$ cat src/rtl/byte_receiver.sv
// Receive byte assembler: hunts for the sync byte in an LSB-first bit stream,
// then hands the first byte to the RX FSM as the PID and writes the rest to the RX FIFO.
module byte_receiver #(
    parameter logic [7:0]  SYNC_BYTE  = 8'h80,
    parameter int unsigned HUNT_LIMIT = 32
) (
    input  logic       clk,
    input  logic       rst,
    input  logic       rx_active,
    input  logic       bit_valid,
    input  logic       bit_in,
    input  logic       eop,
    input  logic       fifo_full,
    output logic [7:0] rx_byte,
    output logic       pid_valid,
    output logic       fifo_wr,
    output logic       sync_found,
    output logic       rx_error,
    output logic       overrun
);

    typedef enum logic [1:0] {IDLE, HUNT, PID, DATA} state_t;

    localparam logic [7:0] HUNT_MAX = 8'(HUNT_LIMIT);

    state_t     state_q, state_d;
    logic [7:0] sr_q, sr_d;
    logic [2:0] bit_cnt_q, bit_cnt_d;
    logic [7:0] hunt_cnt_q, hunt_cnt_d;
    logic [7:0] rx_byte_q, rx_byte_d;
    logic       pid_valid_q, pid_valid_d;
    logic       fifo_wr_q, fifo_wr_d;
    logic       sync_found_q, sync_found_d;
    logic       rx_error_q, rx_error_d;
    logic       overrun_q, overrun_d;

    logic [7:0] sr_next;
    logic [2:0] bit_inc;
    logic [7:0] hunt_inc;

    always_comb begin
        sr_next  = {bit_in, sr_q[7:1]};
        bit_inc  = bit_cnt_q + 3'd1;
        hunt_inc = hunt_cnt_q + 8'd1;

        state_d      = state_q;
        sr_d         = sr_q;
        bit_cnt_d    = bit_cnt_q;
        hunt_cnt_d   = hunt_cnt_q;
        rx_byte_d    = rx_byte_q;
        overrun_d    = overrun_q;
        pid_valid_d  = 1'b0;
        fifo_wr_d    = 1'b0;
        sync_found_d = 1'b0;
        rx_error_d   = 1'b0;

        if (state_q != IDLE && !rx_active) begin
            // Aborted packet: drop everything in flight, keep the last byte and overrun flag.
            state_d = IDLE;
        end else begin
            unique case (state_q)
                IDLE: begin
                    if (rx_active) begin
                        state_d    = HUNT;
                        sr_d       = 8'd0;
                        bit_cnt_d  = 3'd0;
                        hunt_cnt_d = 8'd0;
                        overrun_d  = 1'b0;
                    end
                end
                HUNT: begin
                    if (bit_valid) begin
                        sr_d       = sr_next;
                        hunt_cnt_d = hunt_inc;
                        if (sr_next == SYNC_BYTE) begin
                            sync_found_d = 1'b1;
                            bit_cnt_d    = 3'd0;
                            state_d      = PID;
                        end else if (hunt_inc == HUNT_MAX) begin
                            rx_error_d = 1'b1;
                            state_d    = IDLE;
                        end
                    end
                    if (eop) state_d = IDLE;
                end
                PID, DATA: begin
                    if (bit_valid) begin
                        sr_d      = sr_next;
                        bit_cnt_d = bit_inc;
                        if (bit_cnt_q == 3'd7) begin
                            rx_byte_d = sr_next;
                            if (state_q == PID) begin
                                pid_valid_d = 1'b1;
                                state_d     = DATA;
                            end else if (fifo_full) begin
                                overrun_d = 1'b1;
                            end else begin
                                fifo_wr_d = 1'b1;
                            end
                        end
                    end
                    // A byte completing on the same edge leaves bit_cnt_d at 0, so no error.
                    if (eop) begin
                        rx_error_d = (bit_cnt_d != 3'd0);
                        state_d    = IDLE;
                    end
                end
                default: state_d = IDLE;
            endcase
        end
    end

    always_ff @(posedge clk) begin
        if (rst) begin
            state_q      <= IDLE;
            sr_q         <= 8'd0;
            bit_cnt_q    <= 3'd0;
            hunt_cnt_q   <= 8'd0;
            rx_byte_q    <= 8'd0;
            pid_valid_q  <= 1'b0;
            fifo_wr_q    <= 1'b0;
            sync_found_q <= 1'b0;
            rx_error_q   <= 1'b0;
            overrun_q    <= 1'b0;
        end else begin
            state_q      <= state_d;
            sr_q         <= sr_d;
            bit_cnt_q    <= bit_cnt_d;
            hunt_cnt_q   <= hunt_cnt_d;
            rx_byte_q    <= rx_byte_d;
            pid_valid_q  <= pid_valid_d;
            fifo_wr_q    <= fifo_wr_d;
            sync_found_q <= sync_found_d;
            rx_error_q   <= rx_error_d;
            overrun_q    <= overrun_d;
        end
    end

    assign rx_byte    = rx_byte_q;
    assign pid_valid  = pid_valid_q;
    assign fifo_wr    = fifo_wr_q;
    assign sync_found = sync_found_q;
    assign rx_error   = rx_error_q;
    assign overrun    = overrun_q;

endmodule

$ cat config.mk
export PLATFORM = sky130hd
export DESIGN_NAME = byte_receiver
export DESIGN_NICKNAME = d
export VERILOG_FILES = /design/src/rtl/byte_receiver.sv
export SDC_FILE = /design/constraint.sdc
export NUM_CORES = 1
export LEC_CHECK = 0
export BUFFER_PORTS_ARGS = -buffer_cell sky130_fd_sc_hd__buf_2
export CAP_MARGIN = 20
export CORE_ASPECT_RATIO = 1.25
export CORE_UTILIZATION = 43
export CTS_CLUSTER_DIAMETER = 120
export DETAILED_ROUTE_END_ITERATION = 6
export PLACE_DENSITY = 0.68
export SLEW_MARGIN = 40
export SYNTH_ARGS = -nofsm -noshare
export SYNTH_HDL_FRONTEND = slang
export SYNTH_SLANG_ARGS = --single-unit
$ cat constraint.sdc
create_clock -name clk -period 2.7 [get_ports clk]
set_input_delay 0.135 -clock clk [delete_from_list [all_inputs] [get_ports clk]]
set_output_delay 0.135 -clock clk [all_outputs]
set_load 0.03 [all_outputs]
## Word level (Yosys, flattened, before mapping)

Index checks and enable logic that the tools add are counted.

- Add/subtract/negate cells: 2
- $mul: 0
- Div/mod/pow operators: 0
- Magnitude comparators: 0
- Equality and inequality tests: 19
- Shift operators: 0
- Mux-type cells: 36
- Bitwise operators: 5
- Reductions and logical operators: 19

Operators with widths:

| kind | count |
|---|---|
| $pmux W8 S2 | 2 |
| $mux W8 | 3 |
| $mux W2 | 9 |
| $mux W3 | 6 |
| $ne A2 B2 Y1 const B | 7 |
| $mux W1 | 12 |
| $ne A3 B3 Y1 const B | 4 |
| $reduce_and A4 Y1 | 3 |
| $pmux W3 S3 | 1 |
| $add A8 B1 Y8 const B | 1 |
| $eq A8 B6 Y1 const B | 1 |
| $eq A8 B8 Y1 const B | 1 |
| $reduce_and A7 Y1 | 1 |
| $pmux W2 S3 | 1 |
| $reduce_and A6 Y1 | 1 |
| $reduce_bool A2 Y1 | 3 |
| $reduce_or A6 Y1 | 1 |
| $not A1 Y1 | 5 |
| $reduce_or A5 Y1 | 1 |
| $eq A2 B2 Y1 const B | 2 |
| $ne A4 B4 Y1 const B | 1 |
| $pmux W1 S2 | 2 |
| $reduce_or A2 Y1 | 2 |
| $reduce_or A4 Y1 | 1 |
| 10 further kinds | 10 |

- Register bits after elaboration: 34
- Latch bits: 0
- Bits in writable memories: 0
- Memory bits (read-only): 0
- Input bits: 7
- Logic and storage cells: 91
- Memories: 0

## Depth between registers and ports, before layout

- Word-level depth: 7
- Gate-level depth with buffers: 9

## Worst setup path after synthesis

No wires, ideal clock.

- Path type: reg2reg
- Start point: register hunt_cnt_q[0]
- End point: register state_q[0]
- Data arrival time: 1.643 ns
- Data required time: 2.586 ns
- Slack: 0.943 ns
- Cell stages (with the launch flop): 8
- Path buffers: 0
- Clock period less this slack: 1.757 ns
- Cells stage by stage: dfxtp_1 -> ha_1 -> and2_4 -> or3b_1 -> o21ai_2 -> a311o_1 -> a211oi_1 -> a21o_1

- Word-level cells in the longest chain between the ends: 4

Ends and longest elaborated chain:

| item | RTL line | source |
|---|---|---|
| start: declaration | 29 | `logic [7:0] hunt_cnt_q, hunt_cnt_d;` |
| start signal: assignment | 129 | `hunt_cnt_q <= hunt_cnt_d;` |
| $add A8 B1 Y8 | 44 | `hunt_inc = hunt_cnt_q + 8'd1;` |
| $eq A8 B6 Y1 | 79 | `end else if (hunt_inc == HUNT_MAX) begin` |
| $ne A4 B4 Y1 (no line) | - |  |
| $reduce_and A6 Y1 (no line) | - |  |
| end signal: assignment | 126 | `state_q <= state_d;` |
| end: declaration | 26 | `state_t state_q, state_d;` |

Every way passes these cells.
A chain may end at the register's enable or synchronous reset.

## Final worst setup path

- Start point: register state_q[0]
- End point: register state_q[0]

- Word-level cells in the longest chain between the ends: 4
- Elaborated cells on any way between the ends: 16

Ends and longest elaborated chain:

| item | RTL line | source |
|---|---|---|
| $eq A2 B2 Y1 (on tied branches) | 61, 92 |  |
| $reduce_or A2 Y1 | 61 | `unique case (state_q)` |
| $ne A3 B3 Y1 (no line) | - |  |
| $reduce_and A6 Y1 (no line) | - |  |

Several ways; a longest one is shown, not always the timed one.

==> flow_summary.json <==
{
  "layout.cells.non_filler": 245,
  "async_reset_ff_share_pct": 0,
  "fin_setup_tns_ps": 0,
  "clk_pin_slew_ps": 60,
  "hp-class": "primary input to flop",
  "num_vias": 1378,
  "post_cts_buffers": 0,
  "numCtsBuffers": 5,
  "finalWirelength_mm": 3.17,
  "ys_types": 41,
  "grt_max_degree": 32,
  "synth_area_leader_cell": "dfxtp_1",
  "ctsResizeCount": 0,
  "setup_viol": 0,
  "internal_power_mw": 0.737,
  "syn_area_mm2": 0.00159,
  "seq_area_frac_synth_pct": 41.5,
  "netlist_instances": 188,
  "r2r_start": "state_q[0]",
  "r2r_cells": 7,
  "r2r_slack_ps": 770,
  "start_kind": "flop",
  "holdPathStages": 2,
  "drive_gt1_share_pct": 14.1,
  "ys_seq_elements": 33,
  "die_area_mm2": 0.00395,
  "drcViolationCount": 0,
  "cts_tree": "built",
  "clock_path_buffers": 2,
  "vias_per_cell": 5.62,
  "grt_pass1_wl_mm": 5.60,
  "p_clk_share_pct": 36.6,
  "place_inst": 238,
  "power.switching_mw": 0.257,
  "cp_top_family": "compound AO/OA/AOI/OAI gates",
  "cts-root-buf": "clkbuf_8",
  "rsz0062_at_grt": "no",
  "path_buf_inv": 1,
  "required_ps": 2920,
  "syn_area_per_cell_um2": 8.46,
  "cp_slowest_cell": "dfxtp_1",
  "num_rows": 24,
  "crit_type": "flop to flop",
  "cp_max_fo": 6,
  "synth-edff-count": 0,
  "critical_path_arrival_ps": 2140,
  "slew_viol_final": 0,
  "cts_hold_buf": 0,
  "fmax_mhz": 519,
  "power_frac_comb_pct": 12.9,
  "synth_ff_type": "dfxtp_1",
  "hpwl_mm": 2.27,
  "p_per_area_mw_per_mm2": 556,
  "antenna_left": 0,
  "gp_congestion": 0.851,
  "die_w_um": 56.4,
  "skew_ps": 12.0,
  "hold_violations": 0,
  "end_kind": "flop",
  "firstDrtPassIters": 4,
  "crit_chain": "inv_1, ha_1, or2_1, a21boi_1, o32ai_1, a2111oi_0, a21o_1",
  "htreeDepth": 2,
  "p_leak_nw": 0.692,
  "synth.top_cell.area_share_pct": 41.5,
  "nNetsFinal": 220,
  "whs_endpoint": "fifo_wr",
  "slew_headroom_pct": 63.2,
  "worstMarginPinSlew_ps": 552,
  "start_util_pct": 45.3,
  "clock_sinks": 33,
  "grt_pass1_vias": 1314,
  "wl_per_cell_um": 12.9,
  "syn2layout_area_growth_pct": 12.5,
  "overflow": 0,
  "switching_share_pct": 25.8,
  "worstSkewPairLatency_ps": 280,
  "diodes": 0,
  "syn-num-nets": 202,
  "grtUsageTotal_pct": 17.6,
  "maxCapViolCount": 0,
  "io_pins": 20,
  "finalCritPeriodShare_pct": 71.3,
  "antenna_found_initial": 0,
  "reg2reg_to": "state_q[0]",
  "outcome": "finished, final reports clean",
  "hp-start": "fifo_full",
  "vdd_drop_max_v": 0.000487,
  "synth_area_leaders": "dfxtp_1, nor2_1, mux2i_1",
  "fp.dieH_um": 70.0,
  "ys_warn_count": 0,
  "port_buffers": 19,
  "pwr-share-seq_pct": 50.4,
  "drt-initial-drc-count": 36,
  "finalCriticalPeriod_ps": 1930,
  "core_mm2": 0.00351,
  "slowest_delay_ps": 410
}
[registers in the layout (all words and copies together) (netlist names)]
register	cells
hunt_cnt_q	8
rx_byte	8
sr_q	7
bit_cnt_q	3
state_q	2
fifo_wr	1
overrun	1
pid_valid	1
rx_error	1
sync_found	1
[power groups by stage]
| stage | logic, mW | clock network (mW) | registers (mW) |
|---|---|---|---|
| 6_report | 0.129 | 0.364 | 0.501 |
| 5_1_grt | 0.147 | 0.393 | 0.502 |
| 4_1_cts | 0.130 | 0.375 | 0.501 |
| 3_5_place_dp | 0.129 | 0 | 0.512 |
| 3_3_place_gp | 0.131 | 0 | 0.512 |
| 2_1_floorplan | 0.0970 | 0 | 0.512 |
[stage by stage]
step | power (mW) | hold slack (ps) | worst slack [ps] | instance area [um2] | utilization, %
5_1_grt | 1.04 | 72.1 | 581 | 1790 | 50.9
3_5_place_dp | 0.641 | 335 | 791 | 1700 | 48.5
4_1_cts | 1.01 | 48.1 | 766 | 1790 | 50.9
6_report | 0.994 | 55.0 | 774 | 1790 | 50.9
2_1_floorplan | 0.609 | 214 | 943 | 1590 | -
3_3_place_gp | 0.643 | 347 | 790 | 1700 | 48.5
[synthesized netlist by cell type, types with 2 or more instances]
library cell,number
a21boi_1,2
nand4_1,4
ha_1,7
nand3_1,6
a31oi_1,3
a21oi_1,9
nand2_1,11
clkbuf_1,7
a311oi_1,2
mux2i_1,10
a211oi_1,3
nor4_1,4
and3_1,3
a22oi_1,10
nor3_1,3
o21ai_0,8
inv_1,6
dfxtp_1,33
a41oi_1,2
nor2_1,34
[layout by cell type, fill, tap and decap left out, types with 2 or more instances in the layout]
master / instances
ha_1: 7
o21ai_0: 8
a22oi_1: 10
buf_2: 19
nor2_1: 34
nor3_1: 3
nand3_1: 6
dfxtp_1: 33
a41oi_1: 2
inv_1: 6
a31oi_1: 3
nand4_1: 4
a21boi_1: 2
a211oi_1: 3
mux2i_1: 10
a311oi_1: 2
nand2_1: 11
and3_1: 3
a21oi_1: 9
nor4_1: 4
clkbuf_8: 6
[worst max path at each step]
stage	startpoint	cells past startpoint	endpoint
floorplan	hunt_cnt_q[0]	7	state_q[0]
global placement	hunt_cnt_q[0]	7	state_q[0]
detailed placement	hunt_cnt_q[0]	7	state_q[0]
CTS	state_q[0]	7	state_q[0]
global route	state_q[0]	7	state_q[0]
finish	state_q[0]	7	state_q[0]
[per-layer routing]
| metal | wire length [um] | GRT usage [%] |
|---|---|---|
| met1 | 1530 | 21.9 |
| met4 | 41 | 8.13 |
| met2 | 1470 | 28.4 |
| met5 | 0 | 0 |
| met3 | 127 | 4.07 |
[cell families after synthesis]
group | count (synthesis) | share of synthesized area, %
AOI/OAI and AO/OA | 46 | 19.4
xor gates and xnor gates | 1 | 0.551
adders and majority gates | 7 | 5.51
buffers and inverters | 14 | 3.38
DFF | 33 | 41.5
muxes | 10 | 6.29
and+or+nand+nor | 77 | 23.4
[cell type report]
type,count,area [um2]
Tap cell,39,48.8
Inverter,6,22.5
Timing Repair Buffer,19,95.1
Clock buffer,7,86.3
Multi-Input combinational cell,141,876
Fill cell,331,1720
Sequential cell,33,661
Power figures use the tool's default switching activity.
